### config.mk
export PLATFORM = sky130hd
export DESIGN_NAME = rat_io_bridge
export DESIGN_NICKNAME = d
export VERILOG_FILES = /design/src/rtl/rat_io_bridge.sv
export SDC_FILE = /design/constraint.sdc
export NUM_CORES = 1
export LEC_CHECK = 0
export BUFFER_PORTS_ARGS = -buffer_cell sky130_fd_sc_hd__buf_4
export CAP_MARGIN = 25
export CELL_PAD_IN_SITES_DETAIL_PLACEMENT = 0
export CELL_PAD_IN_SITES_GLOBAL_PLACEMENT = 1
export CORE_AREA = 2 2 71 73
export CTS_BUF_LIST = sky130_fd_sc_hd__clkbuf_4 sky130_fd_sc_hd__clkbuf_8
export DETAILED_ROUTE_END_ITERATION = 10
export DIE_AREA = 0 0 73 75
export PLACE_DENSITY = 0.81
export SKIP_LAST_GASP = 1
export SYNTH_ARGS = -nofsm -noshare
export SYNTH_HDL_FRONTEND = slang
export SYNTH_SLANG_ARGS = --single-unit
### constraint.sdc
create_clock -name CLK -period 2.1 [get_ports CLK]
set_clock_uncertainty 0.2 [all_clocks]
set_input_delay 0.105 -clock CLK [delete_from_list [all_inputs] [get_ports CLK]]
set_output_delay 0.105 -clock CLK [all_outputs]
set_load 0.02 [all_outputs]
### src/rtl/rat_io_bridge.sv
// I/O bridge between the RAT MCU port bus and the board: LED and display
// write registers, a switch/status read mux, and a debounced button interrupt.
module rat_io_bridge #(
    parameter logic [15:0] DB_COUNT  = 16'd50000,
    parameter logic [7:0]  LED_ID    = 8'h40,
    parameter logic [7:0]  SSEG_ID   = 8'h81,
    parameter logic [7:0]  SW_ID     = 8'h20,
    parameter logic [7:0]  STAT_ID   = 8'h21,
    parameter logic [7:0]  INTCLR_ID = 8'hF0
) (
    input  logic       CLK,
    input  logic       RESET_N,
    input  logic [7:0] PORT_ID,
    input  logic [7:0] OUT_PORT,
    input  logic       IO_STRB,
    input  logic [7:0] SWITCHES,
    input  logic       BTN,
    output logic [7:0] IN_PORT,
    output logic [7:0] LEDS,
    output logic [7:0] SSEG_VAL,
    output logic       INT_CU
);

    typedef enum logic [1:0] {
        IDLE    = 2'd0,
        WAIT_HI = 2'd1,
        PRESSED = 2'd2,
        WAIT_LO = 2'd3
    } db_state_t;

    localparam logic [15:0] DB_LAST = DB_COUNT - 16'd1;

    logic [1:0]  sync_pipe;
    logic        btn_s;
    db_state_t   state, state_next;
    logic [15:0] cnt, cnt_next;
    logic        press;
    logic        int_clr;

    assign btn_s   = sync_pipe[1];
    assign int_clr = IO_STRB && (PORT_ID == INTCLR_ID);

    // Two-flop synchroniser for the asynchronous button.
    always_ff @(posedge CLK or negedge RESET_N) begin
        if (!RESET_N) sync_pipe <= 2'b00;
        else          sync_pipe <= {sync_pipe[0], BTN};
    end

    always_ff @(posedge CLK or negedge RESET_N) begin
        if (!RESET_N) begin
            state <= IDLE;
            cnt   <= 16'd0;
        end else begin
            state <= state_next;
            cnt   <= cnt_next;
        end
    end

    // Level must hold DB_COUNT cycles past the state entry to qualify.
    always_comb begin
        state_next = state;
        cnt_next   = cnt;
        press      = 1'b0;
        case (state)
            IDLE: begin
                if (btn_s) begin
                    state_next = WAIT_HI;
                    cnt_next   = 16'd0;
                end
            end
            WAIT_HI: begin
                if (!btn_s) begin
                    state_next = IDLE;
                    cnt_next   = 16'd0;
                end else if (cnt == DB_LAST) begin
                    state_next = PRESSED;
                    cnt_next   = 16'd0;
                    press      = 1'b1;
                end else begin
                    cnt_next = cnt + 16'd1;
                end
            end
            PRESSED: begin
                if (!btn_s) begin
                    state_next = WAIT_LO;
                    cnt_next   = 16'd0;
                end
            end
            WAIT_LO: begin
                if (btn_s) begin
                    state_next = PRESSED;
                    cnt_next   = 16'd0;
                end else if (cnt == DB_LAST) begin
                    state_next = IDLE;
                    cnt_next   = 16'd0;
                end else begin
                    cnt_next = cnt + 16'd1;
                end
            end
            default: begin
                state_next = IDLE;
                cnt_next   = 16'd0;
            end
        endcase
    end

    // A press on the same edge as a clear keeps the interrupt pending.
    always_ff @(posedge CLK or negedge RESET_N) begin
        if (!RESET_N)     INT_CU <= 1'b0;
        else if (press)   INT_CU <= 1'b1;
        else if (int_clr) INT_CU <= 1'b0;
    end

    always_ff @(posedge CLK or negedge RESET_N) begin
        if (!RESET_N) begin
            LEDS     <= 8'h00;
            SSEG_VAL <= 8'h00;
        end else if (IO_STRB) begin
            if (PORT_ID == LED_ID)  LEDS     <= OUT_PORT;
            if (PORT_ID == SSEG_ID) SSEG_VAL <= OUT_PORT;
        end
    end

    always_comb begin
        IN_PORT = 8'h00;
        if (PORT_ID == SW_ID)        IN_PORT = SWITCHES;
        else if (PORT_ID == STAT_ID) IN_PORT = {7'b0, INT_CU};
    end

endmodule

---- Word level (Yosys, flattened, before mapping) ----
Index checks and enable logic that the tools add are counted.
storage, ports and cells
  bits in registers ....................... 37
  output and inout port bits .............. 25
  word-level logic and storage cells ...... 47
  RAM bits ................................ 0
  memories kept ........................... 0
  latch bits .............................. 0
  memory bits (read-only) ................. 0
  input bits .............................. 28
cells by class
  bitwise gates (word level) .............. 0
  mux-type cells .......................... 20
  divide/modulo/power cells ............... 0
  add/subtract/negate cells ............... 1
  shift operators ......................... 0
  eq/ne operators ......................... 13
  order comparisons ....................... 0
  $mul .................................... 0
  reductions and logical operators ........ 7
operators by type and width
  cell                                                                   number
  16-bit two-way mux                                                     5
  16-bit one-hot mux with 4 select lines                                 1
  16-bit by 1-bit adder with 16-bit output, second input constant        1
  16-bit equality test, second input constant                            1
  8-bit by 6-bit equality test with 1-bit output, second input constant  2
  8-bit equality test, second input constant                             2
  2-bit two-way mux                                                      6
  8-bit by 7-bit equality test with 1-bit output, second input constant  1
  8-bit two-way mux                                                      1
  2-bit one-hot mux with 4 select lines                                  1
  1-bit two-way mux                                                      6
  3-bit != test, second input constant                                   2
  2-bit AND reduction                                                    3
  2-bit equality test, second input constant                             2
  2-bit != test, second input constant                                   2
  4-bit AND reduction                                                    1
  2-bit by 1-bit equality test with 1-bit output, second input constant  1
  2-bit logical NOT                                                      1
  2-bit nonzero test                                                     1
  1-bit logical AND                                                      1

---- Longest topological paths before layout ----
Gate-level depths: netlist (run 1).
  depth in word-level cells ............... 5
  depth in mapped cells ................... 7
  gate-level depth less buffers ........... 5

---- Worst setup path before layout (run 1) ----
Ideal clock, no wire load.
  path kind ............................... register -> register
  start ................................... register cnt[7]
  end ..................................... register with a tool-made name
  cell stages (with the launch flop) ...... 7
  data arrival time ....................... 1.549 ns
  data required time ...................... 1.775 ns
  buffers on the path ..................... 2
  period minus slack after synthesis ...... 1.874 ns
  path slack .............................. 0.226 ns
  library setup time ...................... 0.125 ns
  path through ............................ dfrtp_1 > buf_2 > nor4b_1 > nand4_1 > buf_2 > a21boi_1 > mux2_2
RTL lines
  what                    line  text
  from (decl)             36    logic [15:0] cnt, cnt_next;
  from (signal assigned)  55    cnt <= cnt_next;

---- Final worst setup path (run 1) ----
  start ................................... register cnt[0]
  end ..................................... register cnt[14]
on the way
  cells in the longest elaborated chain, start to end .. 4
  elaborated cells between the ends (all ways) .. 6
  those cells by class .................... 1 x add/sub; 1 x eq/ne; 4 x mux
ends and longest elaborated chain
  what                                                                              line    text
  16-bit by 1-bit adder with 16-bit output or 16-bit equality test (tied branches)  --
  16-bit two-way mux *                                                              75, 93
  16-bit two-way mux, on equally long branches                                      90, 72
  16-bit one-hot mux with 4 select lines *                                          64      case (state)
Mark *: on every way between the ends. The rest lies on a longest branch, timed or not.
A chain may end at the register's enable or synchronous reset.

==> results.md, run 1 <==
* DR iter-0 viols at 99
* Cells taking the most area after synthesis: dfrtp_1 49%, mux2_4 6.4%, mux2_2 5.4%, a31oi_1 4.3%, and2_1 3.0%
* Critical Path AT at 2.00 ns
* Post-DP HPWL at 3.110 mm
* Final design utilization at 55.81%
* NumNets Final at 276
* Die area at 0.005475 mm^2
* Global-route wire length before repair at 7.362 mm
* # rows at 25
* Core area at 0.004661 mm^2
* Period utilization at 94.65%
* RSZ-0062 raised after global routing: no
* Final Hold Fails at 0
* Final setup fails at 0
* Reg-to-Reg Start: cnt[0]
* Longest Clk Path Bufs at 2
* Vias per cell at 5.528
* EDFF count, synth at 0
* DP Area at 0.002389 mm^2
* CP endpoint kind: flop
* Worst vdd ir at 0.4599 mV
* Via Count at 1664
* Hold WC Path Type: input pin to flop
* Synthesized Nets at 202
* IO Port Bufs at 52
* Leakage Power at 1.236 nW
* Slew HR at 68.41%
* Root buf cell: clkbuf_8
* Area grow syn2layout at 37.86%
* Final Slew Violations at 0
* Final GP Congestion at 0.7991
* Area leader, netlist: dfrtp_1
* Total grt overflow at 0
* Register-to-Register Path Depth at 6
* Worst setup margin at 0.1123 ns
* I/O pins at 53
* Synth Cell Area at 0.001887 mm^2
* Setup_tns at 0 ns
* FFs w/ async S/R, synth at 100.0%
* H-tree Lvls at 2
* CP startpoint kind: flop
* Initial Util at 40.48%
* Status: finished, final reports clean
* Most instantiated library cell after synthesis: dfrtp_1
* Worst-path fanout max at 5
* Ys flop type: dfrtp_1
* FF-to-FF End: cnt[14]
* Pwr/cell area at 713.8 mW/mm^2
* Die X at 73 um
* Fmax at 503.1 MHz
* Worst-path clk slew at 0.07 ns
* Final Cell Area at 0.002601 mm^2
* Total power at 1.857 mW
* Reg2reg setup slack at 0.11 ns
* Final min period at 1.988 ns
* # DRC at 0
* Yosys top cell area share at 49.07%
* Antenna violations before repair at 0
* Post-CTS setup buffer count at 0
* Worst slew pin tran at 0.4739 ns
* Tot GR Track Use at 17.22%
* Synth top cells by count: 37 x dfrtp_1, 14 x nand2_1, 13 x a31oi_1, 9 x and2_1, 9 x mux2_2
* Worst Hold Depth at 4
* Cells after synthesis at 173
* Clock sink count at 37
* WL/cell at 14.74 um
* Crit Path Class: flop to flop
* Synth Register Bits at 37
* Required @ worst endpoint at 2.11 ns
* Pin count of the biggest net entering global routing at 38
* ANT cells at 0
* CTS tree: yes
* Die H at 75 um
* Final WL at 4.437 mm
* Drt pass-1 iters at 5
* Post-DRT Antenna Nets at 0
* Maxcap violations at 0
* Min-delay src: PORT_ID[6]
* Worst-Skew Late Latency at 0.29 ns
* Yosys cell types at 44
* Worst Hold End: INT_CU
* Sequential cell area fraction in the yosys report at 49.07%
* Fraction of layout cells with a size suffix above 1 at 38.06%
* Place WS at 0.1318 ns
* CTS Buf Count at 5
* Vias in the first global route at 1553
* YS warnings at 0
* Avg Cell Area, Syn at 10.91 um^2
## what timing repair did
action	in CTS	in global routing
setup endpoints to repair	0	7
hold buffers	12	0
hold endpoints to repair	55	0
gates resized for setup	0	1
## power by group
group / leakage, nW / internal, mW / switching, mW
clock network: 0.0433 / 0.259 / 0.248
logic: 0.694 / 0.229 / 0.298
registers: 0.499 / 0.771 / 0.0512
## area by class of cell
cell class                 instances  area, um^2
sequential                        37       925.9
timing repair buffer              76       600.6
tap                               54       67.56
multi-input combinational        125       909.6
fill                             384        2059
clock inverter                     1       7.507
clock buffer                       6       82.58
inverter                           2       7.507
## routing by layer
metal / part of all wire, % / global-route usage, %
met5: 0 / 0
met4: 0.83 / 5.761
met3: 7.1 / 4.552
met2: 46 / 27.63
met1: 46 / 22.76
## cell families (layout without fill, tap and decap cells)
| kind of cell | Yosys count | count (layout) | share of synthesized area [%] |
|---|---|---|---|
| buffers and inverters | 11 | 85 | 2.851 |
| adders and majority gates | 1 | 1 | 0.6630 |
| and+or+nand+nor | 70 | 70 | 22.28 |
| muxes | 18 | 18 | 12.27 |
| AOI/OAI and AO/OA | 32 | 32 | 11.01 |
| xor gates and xnor gates | 4 | 4 | 1.857 |
| DFF | 37 | 37 | 49.07 |
## state kept, by name (all words and copies together) (netlist names), named ones only
register   flops
state          1
LEDS           8
cnt           16
sync_pipe      2
INT_CU         1
SSEG_VAL       8
## metrics by stage
step,hold slack (ns),instances
3_3_place_gp,-0.1037,282
4_1_cts,0.02710,301
3_5_place_dp,-0.09995,282
2_1_floorplan,-0.3906,173
5_1_grt,0.06276,301
6_report,0.02616,301
## critical path: stages (launching register included)
cell	delay [ns]
dfrtp_1	0.41
ha_1	0.22
and3_1	0.18
nand4_1	0.15
buf_4	0.16
or3b_2	0.43
a31oi_1	0.16
## cells in the final DEF (no fill, tap or decap), types with 2 or more instances in the layout
| cell | Yosys | layout |
|---|---|---|
| o21ai_0 | 7 | 7 |
| nand4_1 | 8 | 8 |
| nor2_1 | 6 | 5 |
| dfrtp_1 | 37 | 37 |
| and4_1 | 2 | 2 |
| a21oi_1 | 2 | 2 |
| nor3_1 | 2 | 2 |
| o211ai_1 | 3 | 3 |
| and3_1 | 2 | 2 |
| and2_1 | 9 | 9 |
| a31oi_1 | 13 | 13 |
| nand2_1 | 14 | 14 |
| xor2_1 | 4 | 4 |
| mux2_2 | 9 | 9 |
| mux2_4 | 8 | 8 |
| nor4bb_1 | 2 | 2 |
| inv_1 | 2 | 2 |
| clkbuf_8 | 0 | 6 |
| nand3b_1 | 2 | 2 |
| buf_4 | 0 | 64 |
| dlygate4sd3_1 | 0 | 12 |
| nand3_1 | 8 | 8 |
| nand2b_1 | 3 | 3 |
## worst max path at each step
| stage | startpoint | end | cells past startpoint |
|---|---|---|---|
| floorplan | cnt[7] | flop | 6 |
| global placement | cnt[0] | cnt[14] | 6 |
| detailed placement | cnt[0] | cnt[14] | 6 |
| CTS | PORT_ID[4] | IN_PORT[2] | 7 |
| global route | cnt[0] | cnt[14] | 6 |
| finish | cnt[0] | cnt[14] | 6 |
Note: power is estimated with default switching activity, not from simulation.
==> run 2: changes to the inputs <==
--- a/config.mk
+++ b/config.mk
@@ -14,6 +14,7 @@
 export DETAILED_ROUTE_END_ITERATION = 10
 export DIE_AREA = 0 0 73 75
 export PLACE_DENSITY = 0.81
+export REMOVE_ABC_BUFFERS = 1
 export SKIP_LAST_GASP = 1
 export SYNTH_ARGS = -nofsm -noshare
 export SYNTH_HDL_FRONTEND = slang
==> results.md, run 2 (same netlist as run 1, synthesis figures left out) <==
* Status: finished, final reports clean
* Final Cell Area at 0.002653 mm^2 (+2.0%)
* Critical Path AT at 1.95 ns (-0.05 ns)
* Final min period at 1.939 ns (-0.04866 ns)
* FF-to-FF End: cnt[14]
* H-tree Lvls at 2 (unchanged)
* ANT cells at 0 (unchanged)
* Final WL at 4.667 mm (+5.2%)
* Post-DRT Antenna Nets at 0 (unchanged)
* CP startpoint kind: flop
* Buffer and inverter count on the worst path at 1 (unchanged)
* Vias in the first global route at 1558 (+0.32%)
* Crit Path Class: flop to flop
* Place WS at 0.1516 ns (+0.01977 ns)
* Core area at 0.004661 mm^2 (unchanged)
* RSZ-0062 raised after global routing: no
* Worst slew pin tran at 0.4669 ns (-0.006978 ns)
* Required @ worst endpoint at 2.11 ns (about the same)
* Total grt overflow at 0 (unchanged)
* Reg with most FFs: cnt
* Die X at 73 um (unchanged)
* Final design utilization at 56.91% (+1.1 points)
* DR iter-0 viols at 101 (+2.0%)
* Die area at 0.005475 mm^2 (unchanged)
* Via Count at 1646 (-1.1%)
* Met1 wire length at 2.142 mm (+4.3%)
* Worst path depth at 6 (unchanged)
* Worst-Skew Late Latency at 0.29 ns (about the same)
* CP delay by family, top: simple AND/OR/NAND/NOR gates
* Worst setup margin at 0.1610 ns (+0.04866 ns)
* Max reg flops at 16 (unchanged)
* Vias per cell at 5.397 (-2.4%)
* Root buf cell: clkbuf_8
* Pwr/cell area at 731.2 mW/mm^2 (+2.4%)
* Antenna violations before repair at 0 (unchanged)
* Hold WC Path Type: input pin to flop
* Final Slew Violations at 0 (unchanged)
* Pin count of the biggest net entering global routing at 38 (unchanged)
* Worst vdd ir at 0.5038 mV (+9.5%)
* Drt pass-1 iters at 4 (-1)
* Slew HR at 68.87% (+0.47 points)
* CTS Buf Count at 5 (unchanged)
* Post-DP HPWL at 3.330 mm (+7.1%)
* CTS tree: yes
* Critical path endpoint: cnt[14]
* Final setup fails at 0 (unchanged)
* Final Hold Fails at 0 (unchanged)
* Global-route wire length before repair at 7.555 mm (+2.6%)
* Clock sink count at 37 (unchanged)
* Max layer used: met4
* Critical Path Source: cnt[0]
* # rows at 25 (unchanged)
* DP Cell Count at 284 (+0.71%)
* Met2 wire length at 2.253 mm (+11%)
* WL/cell at 15.30 um (+3.8%)
* Tot GR Track Use at 18.09% (+0.87 points)
* IO Port Bufs at 52 (unchanged)
* Final GP Congestion at 0.8304 (+3.9%)
* Area grow syn2layout at 40.58%
* DP Area at 0.002404 mm^2 (+0.63%)
* Die H at 75 um (unchanged)
* Reg-to-Reg Start: cnt[0]
* Maxcap violations at 0 (unchanged)
* Longest Clk Path Bufs at 2 (unchanged)
* Commonest non-fill, non-tap cell in the layout: buf_4
* I/O pins at 53 (unchanged)
* Met3 Routed Length at 252 um (-20%)
* CP endpoint kind: flop
* Reg2reg setup slack at 0.16 ns (+0.05 ns)
* Non-Filler Instances at 305 (+1.3%)
* Fraction of layout cells with a size suffix above 1 at 39.04% (+0.99 points)
* Most frequent cells in the layout: 67 x buf_4, 37 x dfrtp_1, 14 x nand2_1
* Fmax at 515.7 MHz (+2.5%)
* Register-to-Register Path Depth at 6 (unchanged)
* Worst-path fanout max at 5 (unchanged)
* Biggest regs: cnt: 16 flops, LEDS: 8 flops, SSEG_VAL: 8 flops
* NumNets Final at 280 (+1.4%)
* Period utilization at 92.33% (-2.3 points)
* Worst-path clk slew at 0.07 ns (about the same)
* Initial Util at 40.48% (unchanged)
* Number of fill cells in the layout at 403 (+4.9%)
* Leakage Power at 1.264 nW (+2.3%)
* CP max-delay cell: or3b_2
* CP max stage delay at 0.44 ns (about the same)
* Worst-path cell chain: ha_1, and3_4, nand4_1, buf_4, or3b_2, a31oi_1
* # DRC at 0 (unchanged)
## run 2: changes by cell type in the layout (fill, tap and decap cells not counted)
cell / change
dlygate4sd3_1: +1
bufinv_16: +1
buf_4: +3
and3_4: +1
clkbuf_8: -1
and3_1: -1
clkinvlp_4: -1
clkinv_2: +1
## run 2: layout make-up
cell class / count / area (um^2) / share of cell area, %
Clock buffer: 5 / 68.82 / 2.594
Clock inverter: 2 / 35.03 / 1.321
Inverter: 2 / 7.507 / 0.2830
Multi-Input combinational cell: 125 / 914.6 / 34.48
Sequential cell: 37 / 925.9 / 34.91
Tap cell: 54 / 67.56 / 2.547
Timing Repair Buffer: 80 / 633.1 / 23.87
## run 2: worst min-delay path by stage
stage / startpoint / endpoint / slack [ns] / cells after the start
2_1_floorplan: RESET_N / INT_CU / -0.39 / 0
3_3_place_gp: RESET_N / SSEG_VAL[2] / -0.1 / 1
3_5_place_dp: RESET_N / LEDS[5] / -0.1 / 1
4_1_cts: PORT_ID[6] / INT_CU / 0.03 / 4
5_1_grt: PORT_ID[6] / INT_CU / 0.05 / 4
6_report: PORT_ID[6] / INT_CU / 0.03 / 4
## run 2: metal layers
metal  vias to the layer above  track usage (%)
met5                         -                0
met2                        51            29.43
met3                         3            5.756
met1                       787            24.17
li1                        805                -
met4                         0            3.086
## run 2: power breakdown
group / internal (mW) / switching (mW) / total, mW
Combinational: 0.230 / 0.295 / 0.525
Sequential: 0.771 / 0.0492 / 0.820
Clock: 0.345 / 0.249 / 0.594
Total: 1.35 / 0.593 / 1.94
## run 2: timing repair
action / 4_1_cts / 5_1_grt
hold buffers: 13 / 0
setup endpoints to repair: 0 / 2
hold endpoints to repair: 55 / 0
gates resized for setup: 0 / 2
setup buffers: 0 / 1
## run 2: worst reg2reg max path, cell delays in order (launching register included)
cell     delay [ns]
dfrtp_1        0.41
ha_1           0.22
and3_4         0.16
nand4_1        0.12
buf_4          0.15
or3b_2         0.44
a31oi_1        0.16
## run 2: stage by stage
| stage | hold slack, ns | total power [mW] | TNS (ns) |
|---|---|---|---|
| floorplan | -0.3906 | 1.120 | -0.08423 |
| global placement | -0.09930 | 1.337 | 0 |
| detailed placement | -0.09979 | 1.338 | 0 |
| CTS | 0.03235 | 1.957 | 0 |
| global route | 0.05204 | 2.050 | 0 |
| finish | 0.02984 | 1.939 | 0 |
